`src/rtl/calc_sequencer_if.sv`:
```
// -----------------------------------------------------------------------------
// calc_sequencer_if
// Instruction handshake bundle between the calculator front-end (keypad/switch
// decode) and calc_sequencer.
//   in_valid : instruction present (front-end -> sequencer)
//   in_ready : sequencer can accept an instruction (sequencer -> front-end)
//   in_op    : 000 NOP, 001 LDI, 010 ADD, 011 SUB, 100 AND, 101 OR, 110 XOR,
//              111 MOV
//   in_rd    : destination register
//   in_ra    : source A
//   in_rb    : source B
//   in_imm   : immediate for LDI
// Modports: master = front-end, slave = sequencer.
// -----------------------------------------------------------------------------
interface calc_sequencer_if #(
  parameter int DW = 8,
  parameter int RW = 2
);
  logic          in_valid;
  logic          in_ready;
  logic [2:0]    in_op;
  logic [RW-1:0] in_rd;
  logic [RW-1:0] in_ra;
  logic [RW-1:0] in_rb;
  logic [DW-1:0] in_imm;

  modport master (
    output in_valid, in_op, in_rd, in_ra, in_rb, in_imm,
    input  in_ready
  );

  modport slave (
    input  in_valid, in_op, in_rd, in_ra, in_rb, in_imm,
    output in_ready
  );
endinterface

```
`src/rtl/calc_sequencer.sv`:
```
// -----------------------------------------------------------------------------
// calc_sequencer
// Instruction-level controller for the calculator's 4x8-bit register file and
// its external combinational ALU. Takes one instruction at a time, walks the
// register file's single read port over successive cycles to fill the ALU
// operand registers, then issues the write-back.
//
// Ports:
//   clk, rst   : clock (sequencer on posedge, register file on negedge) and
//                synchronous active-high reset
//   cmd        : instruction handshake (calc_sequencer_if.slave)
//   rf_ra      : register file address
//   rf_wr/rf_rd: register file control (rd=0 no write; wr=0,rd=1 load rf_din;
//                wr=1,rd=1 load ALU result)
//   rf_din     : register file DATA_INPUT (immediate for LDI)
//   rf_x       : register file X output, R[rf_ra] latched at the prior negedge
//   alu_op     : ALU function during write-back (111 = pass-A)
//   alu_a/alu_b: registered ALU operands
//   res_alu    : combinational ALU result
//   done       : one-cycle retirement pulse
//   result     : value written by the last retired instruction
//   zero       : result == 0
//   instr_cnt  : retired-instruction counter
//
// Build option: define CALC_SEQ_INSTR_CNT_EN to include the 16-bit retired
// instruction counter; otherwise instr_cnt is tied to zero.
// -----------------------------------------------------------------------------
module calc_sequencer #(
  parameter int DW = 8,
  parameter int RW = 2
) (
  input  logic          clk,
  input  logic          rst,
  calc_sequencer_if.slave cmd,
  output logic [RW-1:0] rf_ra,
  output logic          rf_wr,
  output logic          rf_rd,
  output logic [DW-1:0] rf_din,
  input  logic [DW-1:0] rf_x,
  output logic [2:0]    alu_op,
  output logic [DW-1:0] alu_a,
  output logic [DW-1:0] alu_b,
  input  logic [DW-1:0] res_alu,
  output logic          done,
  output logic [DW-1:0] result,
  output logic          zero,
  output logic [15:0]   instr_cnt
);

  localparam logic [2:0] OP_NOP = 3'b000;
  localparam logic [2:0] OP_LDI = 3'b001;
  localparam logic [2:0] OP_MOV = 3'b111;

  typedef enum logic [2:0] {S_IDLE, S_RDA, S_RDB, S_WB, S_DONE} state_t;

  state_t        state, state_n;
  logic          in_ready_c;
  logic [2:0]    op_q;
  logic [RW-1:0] rd_q, ra_q, rb_q;
  logic [DW-1:0] imm_q;

  assign cmd.in_ready = in_ready_c;

  always_ff @(posedge clk) begin
    if (rst) state <= S_IDLE;
    else     state <= state_n;
  end

  // Instruction fields are captured only on acceptance; nothing is buffered
  // while busy.
  always_ff @(posedge clk) begin
    if (state == S_IDLE && cmd.in_valid) begin
      op_q  <= cmd.in_op;
      rd_q  <= cmd.in_rd;
      ra_q  <= cmd.in_ra;
      rb_q  <= cmd.in_rb;
      imm_q <= cmd.in_imm;
    end
  end

  // Operand capture: rf_x already holds R[rf_ra] from the mid-cycle negedge.
  always_ff @(posedge clk) begin
    if (rst) begin
      alu_a <= '0;
      alu_b <= '0;
    end else begin
      if (state == S_RDA) begin
        alu_a <= rf_x;
        if (op_q == OP_MOV) alu_b <= '0;
      end
      if (state == S_RDB) alu_b <= rf_x;
    end
  end

  always_ff @(posedge clk) begin
    if (rst)                 result <= '0;
    else if (state == S_WB)  result <= (op_q == OP_LDI) ? imm_q : res_alu;
  end

  assign zero = (result == '0);

`ifdef CALC_SEQ_INSTR_CNT_EN
  logic [15:0] cnt_q;
  always_ff @(posedge clk) begin
    if (rst)                  cnt_q <= '0;
    else if (state == S_DONE) cnt_q <= cnt_q + 16'd1;
  end
  assign instr_cnt = cnt_q;
`else
  assign instr_cnt = '0;
`endif

  // Write controls and done are masked by rst so that a reset landing in WB
  // blocks the negedge write and a reset landing in DONE does not retire.
  always_comb begin
    state_n    = state;
    in_ready_c = 1'b0;
    rf_ra      = '0;
    rf_rd      = 1'b0;
    rf_wr      = 1'b0;
    rf_din     = '0;
    alu_op     = 3'b000;
    done       = 1'b0;
    unique case (state)
      S_IDLE: begin
        in_ready_c = 1'b1;
        if (cmd.in_valid) begin
          case (cmd.in_op)
            OP_NOP:  state_n = S_DONE;
            OP_LDI:  state_n = S_WB;
            default: state_n = S_RDA;
          endcase
        end
      end
      S_RDA: begin
        rf_ra   = ra_q;
        state_n = (op_q == OP_MOV) ? S_WB : S_RDB;
      end
      S_RDB: begin
        rf_ra   = rb_q;
        state_n = S_WB;
      end
      S_WB: begin
        rf_ra = rd_q;
        rf_rd = ~rst;
        if (op_q == OP_LDI) begin
          rf_din = imm_q;
        end else begin
          rf_wr  = ~rst;
          alu_op = op_q;
        end
        state_n = S_DONE;
      end
      S_DONE: begin
        done    = ~rst;
        state_n = S_IDLE;
      end
      default: state_n = S_IDLE;
    endcase
  end

endmodule

```
`src/flat_wrapper.sv`:
```
// flat-port wrapper written by rule: the top's interface ports become plain ports
module calc_sequencer_flat 
#(
  parameter int DW = 8,
  parameter int RW = 2
)
  (clk, rst, rf_ra, rf_wr, rf_rd, rf_din, rf_x, alu_op, alu_a, alu_b, res_alu, done, result, zero, instr_cnt, cmd_in_valid, cmd_in_op, cmd_in_rd, cmd_in_ra, cmd_in_rb, cmd_in_imm, cmd_in_ready);
  calc_sequencer_if #(.DW(DW), .RW(RW)) cmd_i ();
  input  logic clk;
  input  logic rst;
  output logic [RW-1:0] rf_ra;
  output logic rf_wr;
  output logic rf_rd;
  output logic [DW-1:0] rf_din;
  input  logic [DW-1:0] rf_x;
  output logic [2:0] alu_op;
  output logic [DW-1:0] alu_a;
  output logic [DW-1:0] alu_b;
  input  logic [DW-1:0] res_alu;
  output logic done;
  output logic [DW-1:0] result;
  output logic zero;
  output logic [15:0] instr_cnt;
  input wire logic [$bits(cmd_i.in_valid)-1:0] cmd_in_valid;
  input wire logic [$bits(cmd_i.in_op)-1:0] cmd_in_op;
  input wire logic [$bits(cmd_i.in_rd)-1:0] cmd_in_rd;
  input wire logic [$bits(cmd_i.in_ra)-1:0] cmd_in_ra;
  input wire logic [$bits(cmd_i.in_rb)-1:0] cmd_in_rb;
  input wire logic [$bits(cmd_i.in_imm)-1:0] cmd_in_imm;
  output wire logic [$bits(cmd_i.in_ready)-1:0] cmd_in_ready;
  assign cmd_i.in_valid = cmd_in_valid;
  assign cmd_i.in_op = cmd_in_op;
  assign cmd_i.in_rd = cmd_in_rd;
  assign cmd_i.in_ra = cmd_in_ra;
  assign cmd_i.in_rb = cmd_in_rb;
  assign cmd_i.in_imm = cmd_in_imm;
  assign cmd_in_ready = cmd_i.in_ready;
  calc_sequencer #(.DW(DW), .RW(RW)) u_core (.clk(clk), .rst(rst), .cmd(cmd_i), .rf_ra(rf_ra), .rf_wr(rf_wr), .rf_rd(rf_rd), .rf_din(rf_din), .rf_x(rf_x), .alu_op(alu_op), .alu_a(alu_a), .alu_b(alu_b), .res_alu(res_alu), .done(done), .result(result), .zero(zero), .instr_cnt(instr_cnt));
endmodule
```
`config.mk`:
```
export PLATFORM = sky130hd
export DESIGN_NAME = calc_sequencer_flat
export DESIGN_NICKNAME = d
export VERILOG_FILES = /design/src/rtl/calc_sequencer_if.sv /design/src/rtl/calc_sequencer.sv /design/src/flat_wrapper.sv
export SDC_FILE = /design/constraint.sdc
export NUM_CORES = 1
export LEC_CHECK = 0
export ABC_AREA = 1
export BUFFER_PORTS_ARGS = -buffer_cell sky130_fd_sc_hd__buf_2
export CAP_MARGIN = 20
export CORE_AREA = 2 2 73 75
export CTS_CLUSTER_SIZE = 28
export DETAILED_ROUTE_END_ITERATION = 8
export DIE_AREA = 0 0 75 77
export PLACE_DENSITY_LB_ADDON = 0.25
export REMOVE_ABC_BUFFERS = 1
export SYNTH_ARGS = -nofsm -noshare
export SYNTH_HDL_FRONTEND = slang
export SYNTH_SLANG_ARGS = --single-unit
```
`constraint.sdc`:
```
create_clock -name clk -period 2.3 [get_ports clk]
set_clock_uncertainty 0.05 [all_clocks]
set_input_delay 0 -clock clk [delete_from_list [all_inputs] [get_ports clk]]
set_output_delay 0 -clock clk [all_outputs]
set_load 0.03 [all_outputs]
```
-- Word-level counts from Yosys, hierarchy flattened
Index checks and enable logic that the tools add are counted.
W data, S select, Z words.
- register bits: 44
- word-level logic and storage cells: 43
- equality and inequality tests: 8
- reduce and logical (&&, ||, !) cells: 7
- muxes and demuxes: 18
- bitwise operators: 1
- operators with widths (kind ; count):
    $mux W8 ; 6
    $pmux W3 S4 ; 1
    $eq A3 B1 Y1 const B ; 3
    $mux W3 ; 3
    $logic_not A8 Y1 ; 1
    $eq A3 B2 Y1 const B ; 2
    $eq A3 B3 Y1 const B ; 2
    $logic_not A3 Y1 ; 2
    $mux W1 ; 6
    $pmux W2 S3 ; 1
    $pmux W3 S2 ; 1
    $reduce_bool A2 Y1 ; 2
    $ne A2 B2 Y1 const B ; 1
    $reduce_and A2 Y1 ; 1
    $logic_and A1 B1 Y1 ; 1
    $not A1 Y1 ; 1

-- Logic depth before layout (Yosys ltp)
Gate-level depths: netlist of run 1.
- depth after elaboration: 4
- depth in mapped cells: 8
- mapped depth without buffers: 7

-- Least setup slack after synthesis of run 1
No wires, ideal clock.
- path type: reg2reg
- start point: reg u_core.state[2]
- end point: reg u_core.imm_q[0], enable pin
- clock period less this slack: 1.708 ns
- path slack: 0.592 ns
- path buffers: 0
- cell stages (with the launch flop): 4
- arrival time: 1.267 ns
- cells stage by stage: dfxtp_1 -> nor2_1 -> nand2_1 -> nor2_1
- cells in the longest elaborated chain, start to end: 2
- RTL lines (element ; RTL line ; source):
    from (decl) ; calc_sequencer.sv:56 ; state_t state, state_n;
    from (signal assigned) ; calc_sequencer.sv:66 ; else state <= state_n;
    $logic_not A3 Y1 ; calc_sequencer.sv:72 ; if (state == S_IDLE && cmd.in_valid) begin
    $logic_and A1 B1 Y1 ; calc_sequencer.sv:72 ;
    to (signal assigned) ; calc_sequencer.sv:77 ; imm_q <= cmd.in_imm;
    to (decl) ; calc_sequencer.sv:60 ; logic [DW-1:0] imm_q;
No other way between the ends.
A chain may end at the register's enable or synchronous reset.

-- Final worst setup path of run 1
- start point: reg u_core.state[1]
- end point: out rf_din[3]
- cells in the longest elaborated chain, start to end: 2
- RTL lines (element ; RTL line ; source):
    $eq A3 B2 Y1 ; calc_sequencer.sv:124 ; unique case (state)
    $mux W8 ; calc_sequencer.sv:124 ;
    to (decl) ; flat_wrapper.sv:14 ; output logic [DW-1:0] rf_din;
No other way between the ends.

==> results of run 1 <==
==> routing by layer <==
layer,up-vias,GRT usage
met5,-,0
met4,0,0.0482
met3,5,0.0329
met2,79,0.290
met1,826,0.227
li1,932,-
==> power breakdown <==
| group | switching (mW) | leakage [nW] | internal [mW] | total, mW |
|---|---|---|---|---|
| clock | 0.265 | 0.0566 | 0.279 | 0.544 |
| combinational | 0.323 | 1.02 | 0.154 | 0.477 |
| sequential | 0.0396 | 0.382 | 0.895 | 0.935 |
| total | 0.628 | 1.46 | 1.33 | 1.96 |
==> area by class of cell <==
cell class                 count  area [sq um]  area share
clock inverter                 2          11.3     0.00404
sequential                    44          1050       0.377
timing repair buffer         114           748       0.269
tap                           70          87.6      0.0314
multi-input combinational    151           692       0.248
clock buffer                   6          93.8      0.0337
inverter                      27           101      0.0364
==> worst paths after layout <==
kind	depth (start not counted)	slack, ns	to
worst max-delay path	6	0.59	rf_din[3]
worst min-delay path	3	0.04	u_core.state[0]$_SDFFE_PP0P_
worst max register to register	7	0.88	u_core.result[3]$_SDFFE_PP0P_
worst min register to register	2	0.44	u_core.alu_b[4]$_SDFFE_PP0P_
==> cell usage in the layout, fill, tap and decap left out <==
cell type | Yosys | final
inv_1 | 23 | 23
clkbuf_16 | 0 | 1
conb_1 | 1 | 16
nand3_1 | 35 | 35
buf_4 | 17 | 3
nor2_8 | 1 | 1
dlygate4sd3_1 | 0 | 34
clkbuf_8 | 0 | 5
nor2_1 | 30 | 30
o21ai_0 | 9 | 9
nor2_4 | 1 | 1
nor3b_1 | 1 | 1
nor3_1 | 2 | 2
a21oi_1 | 11 | 11
nor4_1 | 1 | 1
clkinv_2 | 0 | 1
inv_2 | 4 | 4
dfxtp_1 | 27 | 27
nand3_2 | 2 | 2
nand2_1 | 39 | 39
nand2_2 | 2 | 2
inv_4 | 0 | 1
edfxtp_1 | 17 | 17
nor3_2 | 1 | 1
buf_2 | 1 | 77
==> cells by family (layout without fill, tap and decap cells) <==
group,count (synthesis),in the layout,share of synthesized area
DFF,44,44,0.537
buffers and inverters,49,149,0.139
AOI/OAI and AO/OA,20,20,0.0511
other,1,16,0.00192
and+or+nand+nor,115,115,0.272
==> state kept, by name, summed over array words and instances, names as in the netlist <==
signal         flops
u_core.result      8
u_core.ra_q        2
u_core.alu_a       8
u_core.alu_b       8
u_core.op_q        3
u_core.rd_q        2
u_core.imm_q       8
u_core.state       3
u_core.rb_q        2
==> per-stage QoR <==
step           cell area, sq um  worst slack, ns
5_1_grt                    2790            0.441
3_5_place_dp               2340            0.893
2_1_floorplan              1840            0.592
6_report                   2790            0.592
4_1_cts                    2790            0.555
3_3_place_gp               2340            0.939
==> worst max-delay path, stage by stage (launching register included) <==
cell     delay [ns]
dfxtp_1        0.43
nand2_2        0.10
nor2_4         0.25
buf_4          0.22
nand3_1        0.10
inv_1          0.06
buf_2          0.18
==> run summary, run 1 <==
drt pass-1 iters -> 4
FMAX -> 586 MHz
gr usage total -> 0.175
Die X -> 75 um
Synth area leaders -> dfxtp_1, edfxtp_1, nand3_1
fraction of registers with async set/reset -> 0
WL met2 -> 2400 um
Yosys top cell by area -> dfxtp_1
I/O Buffers -> 77
Leak -> 1.46 nW
post-synth top area share -> 0.276
DR top layer -> met4
post-synthesis sequential area ratio -> 0.537
drt wl/cell -> 11.9 um
CTS tree -> yes
Ant. Diodes -> 0
outcome -> complete, no violations
PD cells -> 702 nW/um^2
CTS Buf Count -> 5
Distinct cells, synth -> 22
RSZ-0062 raised after global routing -> no
Clock Latency Late Sink -> 0.29 ns
Post-synth EDFFs -> 17
CORE AREA -> 4980 sq um
synthesis-to-layout area growth -> 42.2%
initial antenna violation count -> 0
Avg Cell Area, Syn -> 8.55 sq um
CP arrival -> 1.66 ns
Syn Std Cell Area -> 1960 sq um
Top Ports -> 94
depth of the CTS H-tree -> 2
Cells after Synth -> 229
total chip power -> 1.96 mW
Starting DRT DRC Count -> 78
HP Class -> in2reg
Root Driver -> clkbuf_8
count leader, synth -> nand2_1
placed cells -> 372
Clock Tree Buf Depth -> 2
layout filler cell count -> 478
Setup TNS -> 0 ns
via count -> 1842
first-pass GRT wire length -> 7730 um
hold_buf cts -> 34
worst-path fanout max -> 12
worst hold path startpoint -> cmd_in_valid
fin crit share -> 0.742
drt total wl -> 4930 um
Worst R2R Start -> u_core.state[1]$_SDFFE_PP0P_
Metal-1 WL -> 2150 um
post-route minimum period -> 1.71 ns
die height -> 77 um
commonest cells in the synthesized netlist -> nand2_1, nand3_1, nor2_1
Hold WS -> 0.0442 ns
Final ANT Viol Nets -> 0
GP Congestion -> 0.819
largest net degree at the start of global routing -> 18
Max Slew Vio Count -> 0
number of gates resized after CTS -> 0
total die area -> 5780 sq um
CTS Sinks -> 44
MaxCap Viol Count -> 0
Final Util -> 0.560
met3 WL -> 326 um
Setup-failing EPs final -> 0
Final Non-Filler Cells -> 414
vias in the first global route -> 1703
Setup CP Type -> reg2out
Most used DFF post-synth -> dfxtp_1
Setup Fix Bufs, Post-CTS -> 0
Setup crit start -> u_core.state[1]$_SDFFE_PP0P_
Final #Nets -> 379
CP endpoint kind -> primary output
flops & latches, synth -> 44
ratio of cells with drive above 1 in the final layout -> 0.288
CP Launch Type -> flop
DR DRC count -> 0
Initial Util -> 0.393
Detail Placement HPWL -> 3270 um
clock-pin transition on the worst setup and hold timing paths -> 0.08 ns
Vias/cell -> 4.45
Cell Rows -> 26
Final Hold Viols -> 0
CP required -> 2.25 ns
YS warnings -> 0
gr ovfl total -> 0
Worst IR Drop VDD -> 440 uV
No activity file was read; power rests on OpenSTA's default activity.
==> run 2, diff against run 1 <==
==> constraint.sdc (replaced) <==
create_clock -name clk -period 1.6 [get_ports clk]
set_clock_uncertainty 0.05 [all_clocks]
set_input_delay 0 -clock clk [delete_from_list [all_inputs] [get_ports clk]]
set_output_delay 0 -clock clk [all_outputs]
set_load 0.03 [all_outputs]
==> run summary, run 2 (same netlist as run 1, synthesis figures left out) <==
outcome -> complete, no violations
drt total wl -> 4970 um
CP required -> 1.55 ns
die height -> 77 um
clock-pin transition on the worst setup and hold timing paths -> 0.08 ns
Cell Rows -> 26
Top Ports -> 94
RSZ-0062 raised after global routing -> no
Initial Util -> 0.393
drt pass-1 iters -> 4
gr ovfl total -> 0
PD cells -> 985 nW/um^2
Critical Path Max Stage Delay -> 0.39 ns
Ant. Diodes -> 0
Clock Latency Late Sink -> 0.30 ns
Setup CP Type -> reg2out
synthesis-to-layout area growth -> 43.8%
Reg2Reg Setup Slack -> 0.31 ns
Max Slew Vio Count -> 0
depth of the CTS H-tree -> 2
fin crit share -> 0.941
placed cell areas -> 2350 sq um
DR DRC count -> 0
Setup-failing EPs final -> 0
drt wl/cell -> 12.0 um
CP endpoint kind -> primary output
vias in the first global route -> 1735
via count -> 1863
CP bufs+invs -> 3
Starting DRT DRC Count -> 89
slowest CP cell -> dfxtp_2
Worst IR Drop VDD -> 541 uV
initial antenna violation count -> 0
FMAX -> 664 MHz
crit path cell chain -> nand2_2, nor2_4, buf_8, nand3_1, inv_1, buf_2
CP Launch Type -> flop
Detail Placement HPWL -> 3290 um
CTS tree -> yes
Final Hold Viols -> 0
GP Congestion -> 0.733
Clock Tree Buf Depth -> 2
post-route cell area -> 2820 sq um
Final ANT Viol Nets -> 0
gr usage total -> 0.176
Leak -> 1.46 nW
CP arrival -> 1.46 ns
CTS Buf Count -> 5
total die area -> 5780 sq um
Final #Nets -> 381
Largest delay share family, worst path -> buffers and inverters
HP Class -> in2reg
CORE AREA -> 4980 sq um
Vias/cell -> 4.48
Die X -> 75 um
commonest non-fill, non-tap cell in the layout -> buf_2
MaxCap Viol Count -> 0
largest net degree at the start of global routing -> 21
Root Driver -> clkbuf_8
commonest non-fill, non-tap cells in the layout -> buf_2, nand2_1, nand3_1
CTS Sinks -> 44
post-route minimum period -> 1.51 ns
worst-path fanout max -> 20
first-pass GRT wire length -> 7800 um
Setup TNS -> 0 ns
ratio of cells with drive above 1 in the final layout -> 0.303
I/O Buffers -> 77
==> run 2: cell types whose count changed in the layout (fill, tap and decap cells not counted), sizes merged <==
| cell | previous run | this run |
|---|---|---|
| clkbuf | 6 | 9 |
| buf | 80 | 79 |
| clkinv | 1 | 2 |
| dlygate4sd3 | 34 | 33 |
| inv | 28 | 27 |
| nor2 | 32 | 33 |
==> run 2: final cells by class <==
type	count	area (sq um)
clock buffer	6	82.6
tap	70	87.6
clock inverter	2	10.0
timing repair buffer	115	768
fill	484	2160
sequential	44	1050
inverter	27	101
multi-input combinational	152	713
==> run 2: final timing paths <==
check | from | endpoint | cells after the start
worst min register to register | u_core.alu_b[0]$_SDFFE_PP0P_ | u_core.alu_b[0]$_SDFFE_PP0P_ | 2
worst max register to register | u_core.state[2]$_SDFFE_PP0P_ | u_core.imm_q[7]$_DFFE_PP_ | 4
worst max-delay path | u_core.state[1]$_SDFFE_PP0P_ | rf_din[2] | 6
worst min-delay path | res_alu[6] | u_core.result[6]$_SDFFE_PP0P_ | 5
==> run 2: per-layer routing <==
metal | GRT usage | part of all wire
met1 | 0.218 | 0.44
met2 | 0.294 | 0.48
met3 | 0.0473 | 0.068
met4 | 0.0518 | 0.015
met5 | 0 | 0
==> run 2: through the flow <==
step	hold slack (ns)	cells	power, mW	setup slack [ns]	util
2_1_floorplan	0.0185	222	1.78	-0.108	-
3_3_place_gp	0.127	373	1.99	0.304	0.472
3_5_place_dp	0.128	373	2.00	0.239	0.472
4_1_cts	0.00300	414	2.77	0.0162	0.557
5_1_grt	0.0129	416	2.92	0.00543	0.566
6_report	0.00200	416	2.77	0.0944	0.566
==> run 2: tightest hold or removal path, stage by stage <==
cell and delay (ns):
buf_2 0.08, nand3_1 0.07, nand3_1 0.08, nand2_1 0.05, inv_1 0.04
==> run 2: timing repair <==
action,in CTS,in global routing
endpoints found under the hold margin,42,0
hold buffers,33,0
gates resized for setup,1,8
gates cloned,0,1
setup buffers,0,1
endpoints found under the setup margin,10,11
pin swaps,0,2
==> run 2: power by group <==
group / switching (mW) / internal, mW / leakage [nW]
clock network: 0.372 / 0.345 / 0.0510
logic: 0.477 / 0.235 / 1.03
registers: 0.0587 / 1.29 / 0.382
total: 0.908 / 1.87 / 1.46
